File: config.mk
export PLATFORM = sky130hd
export DESIGN_NAME = dmem_arbiter
export DESIGN_NICKNAME = d
export VERILOG_FILES = /design/src/rtl/dmem_arbiter_pkg.sv /design/src/rtl/dmem_arb_rsp_pipe.sv /design/src/rtl/dmem_arbiter.sv
export SDC_FILE = /design/constraint.sdc
export NUM_CORES = 1
export LEC_CHECK = 0
export BUFFER_PORTS_ARGS = -buffer_cell sky130_fd_sc_hd__buf_2
export CORE_AREA = 8 8 88 90
export CTS_CLUSTER_DIAMETER = 50
export CTS_CLUSTER_SIZE = 28
export DETAILED_ROUTE_END_ITERATION = 7
export DIE_AREA = 0 0 96 98
export PLACE_DENSITY = 0.65
export SLEW_MARGIN = 20
export SYNTH_ARGS = -nofsm -noshare
export SYNTH_HDL_FRONTEND = slang
export SYNTH_SLANG_ARGS = --single-unit
File: constraint.sdc
create_clock -name clk -period 1.6 [get_ports clk]
set_clock_uncertainty 0.05 [all_clocks]
set_input_delay 0.08 -clock clk [delete_from_list [all_inputs] [get_ports clk]]
set_output_delay 0.08 -clock clk [all_outputs]
set_load 0.01 [all_outputs]
File: src/rtl/dmem_arbiter_pkg.sv
// rtl/dmem_arbiter_pkg.sv - shared encodings and defaults for the data memory arbiter
package dmem_arbiter_pkg;

    typedef enum logic {
        ARB_PRIO  = 1'b0,
        ARB_FORCE = 1'b1
    } arb_state_t;

    localparam logic ARB_P0 = 1'b0;
    localparam logic ARB_P1 = 1'b1;

    localparam int DEFAULT_STARVE_LIMIT = 4;

endpackage

File: src/rtl/dmem_arb_rsp_pipe.sv
// rtl/dmem_arb_rsp_pipe.sv - one-cycle read response owner register and rdata demux
module dmem_arb_rsp_pipe
    import dmem_arbiter_pkg::*;
(
    input  logic        clk,
    input  logic        resetn,
    input  logic        rd_fire,
    input  logic        rd_owner,
    input  logic [31:0] mem_q,
    output logic        p0_rsp_valid,
    output logic [31:0] p0_rdata,
    output logic        p1_rsp_valid,
    output logic [31:0] p1_rdata
);

    logic rsp_pending;
    logic rsp_owner;
    logic rsp_live;

    always_ff @(posedge clk) begin
        if (!resetn) begin
            rsp_pending <= 1'b0;
            rsp_owner   <= ARB_P0;
        end else begin
            rsp_pending <= rd_fire;
            if (rd_fire) begin
                rsp_owner <= rd_owner;
            end
        end
    end

    // Holding reset kills a response already in flight instead of letting it leak out.
    assign rsp_live     = rsp_pending & resetn;
    assign p0_rsp_valid = rsp_live & (rsp_owner == ARB_P0);
    assign p1_rsp_valid = rsp_live & (rsp_owner == ARB_P1);
    assign p0_rdata     = p0_rsp_valid ? mem_q : 32'h0;
    assign p1_rdata     = p1_rsp_valid ? mem_q : 32'h0;

endmodule

File: src/rtl/dmem_arbiter.sv
// rtl/dmem_arbiter.sv - two-port dmemory arbiter, fixed priority + starvation guard (DMEM_ARB_RR_EN: round robin)
module dmem_arbiter
    import dmem_arbiter_pkg::*;
#(
    parameter int ADDR_W       = 10,
    parameter int STARVE_LIMIT = DEFAULT_STARVE_LIMIT,
    parameter int CNT_W        = 3
) (
    input  logic              clk,
    input  logic              resetn,
    input  logic              p0_valid,
    output logic              p0_ready,
    input  logic              p0_we,
    input  logic [ADDR_W-1:0] p0_addr,
    input  logic [3:0]        p0_mask,
    input  logic [31:0]       p0_wdata,
    output logic              p0_rsp_valid,
    output logic [31:0]       p0_rdata,
    input  logic              p1_valid,
    output logic              p1_ready,
    input  logic              p1_we,
    input  logic [ADDR_W-1:0] p1_addr,
    input  logic [3:0]        p1_mask,
    input  logic [31:0]       p1_wdata,
    output logic              p1_rsp_valid,
    output logic [31:0]       p1_rdata,
    output logic              mem_ceb,
    output logic              mem_web,
    output logic [ADDR_W-1:0] mem_a,
    output logic [3:0]        mem_mask,
    output logic [31:0]       mem_d,
    input  logic [31:0]       mem_q
);

    logic gnt_p0;
    logic gnt_p1;
    logic rd_fire;
    logic rd_owner;

`ifdef DMEM_ARB_RR_EN
    logic last_grant;

    always_comb begin
        gnt_p0 = 1'b0;
        gnt_p1 = 1'b0;
        if (resetn) begin
            if (p0_valid && p1_valid) begin
                gnt_p0 = (last_grant == ARB_P1);
                gnt_p1 = (last_grant == ARB_P0);
            end else begin
                gnt_p0 = p0_valid;
                gnt_p1 = p1_valid;
            end
        end
    end

    // Reset to p1 so that p0 wins the very first contention.
    always_ff @(posedge clk) begin
        if (!resetn) begin
            last_grant <= ARB_P1;
        end else if (gnt_p0 || gnt_p1) begin
            last_grant <= gnt_p1 ? ARB_P1 : ARB_P0;
        end
    end
`else
    localparam logic [CNT_W-1:0] LIMIT = CNT_W'(STARVE_LIMIT);

    arb_state_t       state;
    logic [CNT_W-1:0] starve_cnt;
    logic [CNT_W-1:0] cnt_next;

    always_comb begin
        gnt_p0 = 1'b0;
        gnt_p1 = 1'b0;
        if (resetn) begin
            if (state == ARB_FORCE) begin
                gnt_p1 = p1_valid;
                gnt_p0 = p0_valid & ~p1_valid;
            end else begin
                gnt_p0 = p0_valid;
                gnt_p1 = p1_valid & ~p0_valid;
            end
        end
    end

    always_comb begin
        cnt_next = starve_cnt;
        if (!p1_valid || gnt_p1) begin
            cnt_next = '0;
        end else if (starve_cnt != LIMIT) begin
            cnt_next = starve_cnt + 1'b1;
        end
    end

    // Switching on the incoming count lets p1 win on the cycle right after its LIMIT-th refusal.
    always_ff @(posedge clk) begin
        if (!resetn) begin
            state      <= ARB_PRIO;
            starve_cnt <= '0;
        end else begin
            starve_cnt <= cnt_next;
            case (state)
                ARB_PRIO: begin
                    if (cnt_next == LIMIT) begin
                        state <= ARB_FORCE;
                    end
                end
                ARB_FORCE: begin
                    if (gnt_p1 || !p1_valid) begin
                        state <= ARB_PRIO;
                    end
                end
            endcase
        end
    end
`endif

    assign p0_ready = gnt_p0;
    assign p1_ready = gnt_p1;

    always_comb begin
        mem_ceb  = 1'b1;
        mem_web  = 1'b1;
        mem_a    = '0;
        mem_mask = 4'b0000;
        mem_d    = 32'h0;
        if (gnt_p0) begin
            mem_ceb  = 1'b0;
            mem_web  = ~p0_we;
            mem_a    = p0_addr;
            mem_mask = p0_we ? p0_mask : 4'b0000;
            mem_d    = p0_wdata;
        end else if (gnt_p1) begin
            mem_ceb  = 1'b0;
            mem_web  = ~p1_we;
            mem_a    = p1_addr;
            mem_mask = p1_we ? p1_mask : 4'b0000;
            mem_d    = p1_wdata;
        end
    end

    assign rd_fire  = (gnt_p0 & ~p0_we) | (gnt_p1 & ~p1_we);
    assign rd_owner = gnt_p1 ? ARB_P1 : ARB_P0;

    dmem_arb_rsp_pipe u_rsp_pipe (
        .clk          (clk),
        .resetn       (resetn),
        .rd_fire      (rd_fire),
        .rd_owner     (rd_owner),
        .mem_q        (mem_q),
        .p0_rsp_valid (p0_rsp_valid),
        .p0_rdata     (p0_rdata),
        .p1_rsp_valid (p1_rsp_valid),
        .p1_rdata     (p1_rdata)
    );

endmodule

Word level (Yosys, flattened, before mapping)
Cells that the tools add are included.
{ "word_totals": {"register_bits": 6, "in_bits": 130, "out_inout_bits": 116, "wordCells": 47} }
{ "classes": {"addsub": 1, "n_eq_ne": 2, "mux": 24, "bitwise_logic": 14, "reduce_logical": 2} }
{ "ops": {"columns": ["operator", "count"], "rows": [
  ["two-way mux 32 bit", 4],
  ["two-way mux 10 bit", 2],
  ["two-way mux 4 bit", 4],
  ["two-way mux 1 bit", 11],
  ["AND 1 bit", 7],
  ["two-way mux 3 bit", 2],
  ["inverter 1 bit", 6],
  ["adder 3 x 1 -> 3 bit (second input constant)", 1],
  ["== test 3 bit (second input constant)", 1],
  ["!= test 3 bit (second input constant)", 1],
  ["one-hot mux 1 bit (2 select lines)", 1],
  ["zero test 1 bit", 1],
  ["logical OR 1 bit", 1],
  ["OR 1 bit", 1]
]} }

Longest topological paths before layout
{ "depth": {"word_depth": 9, "mapped_depth": 6, "ltp_nobuf": 5} }

Modules after synthesis
Synthesis repeated with hierarchy kept, for this count alone.
{ "hier_totals": {"hier_cells": 172, "hier_area_um2": 1453.9} }
{ "by_module_without_submodules": {"columns": ["mod", "n_inst", "cells_each", "area_per_inst_um2", "seq_area_each_um2"], "rows": [
  ["dmem_arbiter", 1, 95, 883.3, 80.1],
  ["dmem_arb_rsp_pipe", 1, 77, 570.5, 40.0]
]} }

Least setup slack after synthesis
No wires, ideal clock.
{ "synth_path": {"path_kind": "reg2out", "from": "reg state", "to": "out mem_a[0]", "arrival_ns": 1.237, "required_ns": 1.470, "setup_slack_ns": 0.233, "stages_incl_launch_ff": 7, "n_path_buf": 3, "path_cell_list": "dfxtp_1 nand2b_1 and3_1 clkbuf_1 buf_6 buf_6 a22o_1"} }
{ "synth_between": {"elab_chain_len": 4, "word_cells_on_any_way": 6, "classes_between": "mux (6)"} }
{ "synth_rtl": {"columns": ["element", "line", "rtl"], "rows": [
  ["start, declared", "dmem_arbiter.sv:68", "arb_state_t state;"],
  ["start signal, assigned", "dmem_arbiter.sv:98", "state <= ARB_PRIO;"],
  ["start signal, assigned", "dmem_arbiter.sv:105", "state <= ARB_FORCE;"],
  ["start signal, assigned", "dmem_arbiter.sv:110", "state <= ARB_PRIO;"],
  ["two-way mux 1 bit", "dmem_arbiter.sv:76", "if (state == ARB_FORCE) begin"],
  ["two-way mux 1 bit", "dmem_arbiter.sv:75", "if (resetn) begin"],
  ["two-way mux 10 bit", "dmem_arbiter.sv:133", "end else if (gnt_p1) begin"],
  ["two-way mux 10 bit *", "dmem_arbiter.sv:127", "if (gnt_p0) begin"],
  ["end, declared", "dmem_arbiter.sv:29", "output logic [ADDR_W-1:0] mem_a,"]
]} }
Mark *: on every way between the ends. The rest lies on a longest branch, timed or not.

Final worst setup path
{ "layout_path": {"from": "reg state", "to": "out mem_mask[1]"} }
{ "layout_between": {"elab_chain_len": 4, "word_cells_on_any_way": 6, "classes_between": "mux (6)"} }
{ "layout_rtl": {"columns": ["element", "line", "rtl"], "rows": [
  ["two-way mux 1 bit", "dmem_arbiter.sv:76", null],
  ["two-way mux 1 bit", "dmem_arbiter.sv:75", null],
  ["two-way mux 4 bit", "dmem_arbiter.sv:133", null],
  ["two-way mux 4 bit *", "dmem_arbiter.sv:127", null],
  ["end, declared", "dmem_arbiter.sv:30", "output logic [3:0] mem_mask,"]
]} }
Marked as above.

==> flow_summary.yaml <==
finish:
  drive_gt1_share_pct: 64.88
  layout_common_cells: "buf_2 (242), and2_1 (64), a22o_1 (42)"
  nNetsFinal: 544
  layout_commonest_cell: "buf_2"
  synthToLayoutAreaGrowth_pct: 127.3
  final_core_util_pct: 42.74
cts:
  clock-sinks: 6
  cts_root_buffer: "clkbuf_8"
  clkSlewWorstSetupHoldPaths_ns: 0.04
  tritoncts: "built"
  clock_path_buffers: 2
  cts_buffers: 3
  insertion_delay_ns: 0.22
  postCtsHoldBufs: 0
  htreeDepth: 1
logic_synthesis:
  synth_area_per_cell_um2: 7.312
  synth_cells: 167
  synth_fp_nets: 299
  syn_area_um2: 1221
  ys_ff_latch: 6
  yosysWarnings: 0
  yosysSeqAreaShare_pct: 9.836
  ys_types: 28
power_and_ir_drop:
  p_leak_nw: 1.768
  p_clk_share_pct: 24.9
  vdd_drop_max_mv: 0.4006
  switching_share_pct: 34.33
  cellPowerDensity_nw_per_um2: 333.6
  p_seq_share_pct: 16.9
  intPower_mw: 0.6080
  finalPower_mw: 0.9259
  combinationalPowerShare_pct: 58.2
  power.switching_mw: 0.3179
critical_path:
  worst_setup_path_end_kind: "output port"
  critical_path_class: "reg -> out"
  cp.arrival_ns: 1.44
  rrSetupSlack_ns: 0.16
  cp-start-kind: "flip-flop"
  critPathRequiredTime_ns: 1.47
  timing.rr.start: "starve_cnt[0]"
  worstRegToRegCells: 5
  reg2reg_to: "state"
  path_max_fanout: 12
routing:
  drt_iter0_markers: 54
  dr_total_vias: 2284
  drt_first_pass_iters: 5
  drc: 0
  avgRoutedWirePerCell_um: 19.03
  routed_wl_mm: 9.342
  ant_nets: 0
  vias_per_cell: 4.652
global_route:
  grt.total_usage_pct: 16.24
  antenna_found_initial: 1
  grt_overflow_total: 0
  grt_max_degree: 41
  grt_pass1_wl_mm: 12.19
  grt_pass1_vias: 2241
sta:
  setup_viol: 0
  slew_headroom_pct: 83.20
  min_period_over_period_pct: 98.43
  hold_viol: 0
  holdWs_ns: 0.009317
  slew_viol_final: 0
  rsz0062_at_grt: "true"
  max_freq_mhz: 635.0
  tightestPinTransition_ns: 0.2515
  period_minus_slack_ns: 1.575
min_path:
  whs_path_depth: 2
  min_from: "p0_we"
  holdCritPathClass: "in -> reg"
  hold_path_end: "u_rsp_pipe.rsp_pending"
outcome:
  status: "completed"
floorplanning:
  fp.dieW_um: 96
  fp.dieArea_um2: 9408
  fp-row-count: 30
  core_um2: 6494
  die_h_um: 98
  io_pins: 246
  initial_core_util_pct: 18.81
placed_design:
  hpwl_mm: 7.365
  place_congestion: 0.8617
  portBuffers: 245
run:
  cap_viol_max_count: 0
==> registers in the layout, indices dropped and copies added (netlist names) <==
register and flops:
starve_cnt 3, state 1, u_rsp_pipe.rsp_owner 1, u_rsp_pipe.rsp_pending 1
==> metrics by stage <==
stage / setup WS [ns] / instance area (µm²) / instances / setup TNS, ns
finish: 0.02517 / 2775 / 491 / 0
global route: -0.02264 / 2775 / 491 / -0.1459
CTS: 0.007072 / 2599 / 484 / 0
detailed placement: 0.09112 / 2525 / 480 / 0
global placement: 0.1800 / 2525 / 480 / 0
floorplan: 0.2327 / 1221 / 167 / 0
==> power groups by stage <==
stage | Combinational, mW | Clock [mW] | Sequential (mW)
floorplan | 0.194 | 0 | 0.158
global placement | 0.479 | 0 | 0.159
detailed placement | 0.482 | 0 | 0.159
CTS | 0.495 | 0.236 | 0.157
global route | 0.585 | 0.250 | 0.157
finish | 0.539 | 0.230 | 0.157
==> metal layers <==
| layer | part of all wire, % | vias up | track usage [%] |
|---|---|---|---|
| li1 | - | 1090 | - |
| met1 | 34 | 1002 | 16.47 |
| met2 | 49 | 182 | 28.37 |
| met3 | 16 | 10 | 7.905 |
| met4 | 1.3 | 0 | 4.379 |
| met5 | 0 | - | 0 |
==> critical path, cell delays in order, from the launching register on <==
cell and delay (ns):
dfxtp_2 0.31, nand2b_4 0.13, and3_4 0.20, clkbuf_16 0.19
a32o_1 0.25, buf_2 0.13
==> kinds of logic after synthesis <==
logic type | synth area share [%]
adders and majority gates | 2.049
AOI/OAI and AO/OA | 37.91
buffers and inverters | 8.503
DFF | 9.836
xor gates and xnor gates | 0.7173
and+or+nand+nor | 40.16
muxes | 0.8197
==> repair_timing <==
| item | 4_1_cts | 5_1_grt |
|---|---|---|
| gates resized for setup | 3 | 10 |
| hold endpoints to repair | 0 | 0 |
| pin swaps | 1 | 13 |
| buffers inserted | 0 | 1 |
| endpoints found under the setup margin | 46 | 47 |
| gates cloned | 1 | 5 |
==> synth_stat cells (all sizes together) <==
master | n | area share (%)
ha | 2 | 2.0
nor2b | 1 | 0.51
o2bb2ai | 1 | 0.72
buf | 7 | 3.9
and4 | 1 | 0.72
o21ai | 1 | 0.41
and3 | 2 | 1.0
a21boi | 1 | 0.61
a21oi | 1 | 0.41
nor2 | 6 | 1.8
a41o | 1 | 0.82
clkbuf | 10 | 3.1
dfxtp | 6 | 9.8
a22o | 42 | 30
a32o | 4 | 3.3
clkinv | 1 | 0.31
nor3 | 1 | 0.41
o211a | 1 | 0.82
nand3 | 1 | 0.41
inv | 4 | 1.2
mux2i | 1 | 0.82
nand4b | 1 | 0.72
a2111oi | 1 | 0.72
xnor2 | 1 | 0.72
nand2b | 1 | 0.51
nand2 | 4 | 1.2
and2 | 64 | 33
==> how the worst max path moves through the flow <==
| stage | endpoint | cells past startpoint | start | slack [ns] |
|---|---|---|---|---|
| final | mem_mask[1] | 5 | state | 0.03 |
| after global routing | mem_a[0] | 5 | state | -0.02 |
| after CTS | mem_d[8] | 6 | state | 0.007 |
| after detailed placement | state | 5 | starve_cnt[0] | 0.09 |
| after global placement | state | 5 | starve_cnt[0] | 0.18 |
| after floorplan | mem_a[0] | 6 | state | 0.23 |
==> final cells by class <==
class / instances / area [µm²]
Clock buffer: 3 / 41.29
Fill cell: 677 / 3719
Timing Repair Buffer: 257 / 1468
Sequential cell: 6 / 121.4
Inverter: 5 / 21.27
Multi-Input combinational cell: 139 / 1021
Tap cell: 80 / 100.1
Antenna cell: 1 / 2.502
Note: power is estimated with default switching activity, not from simulation.
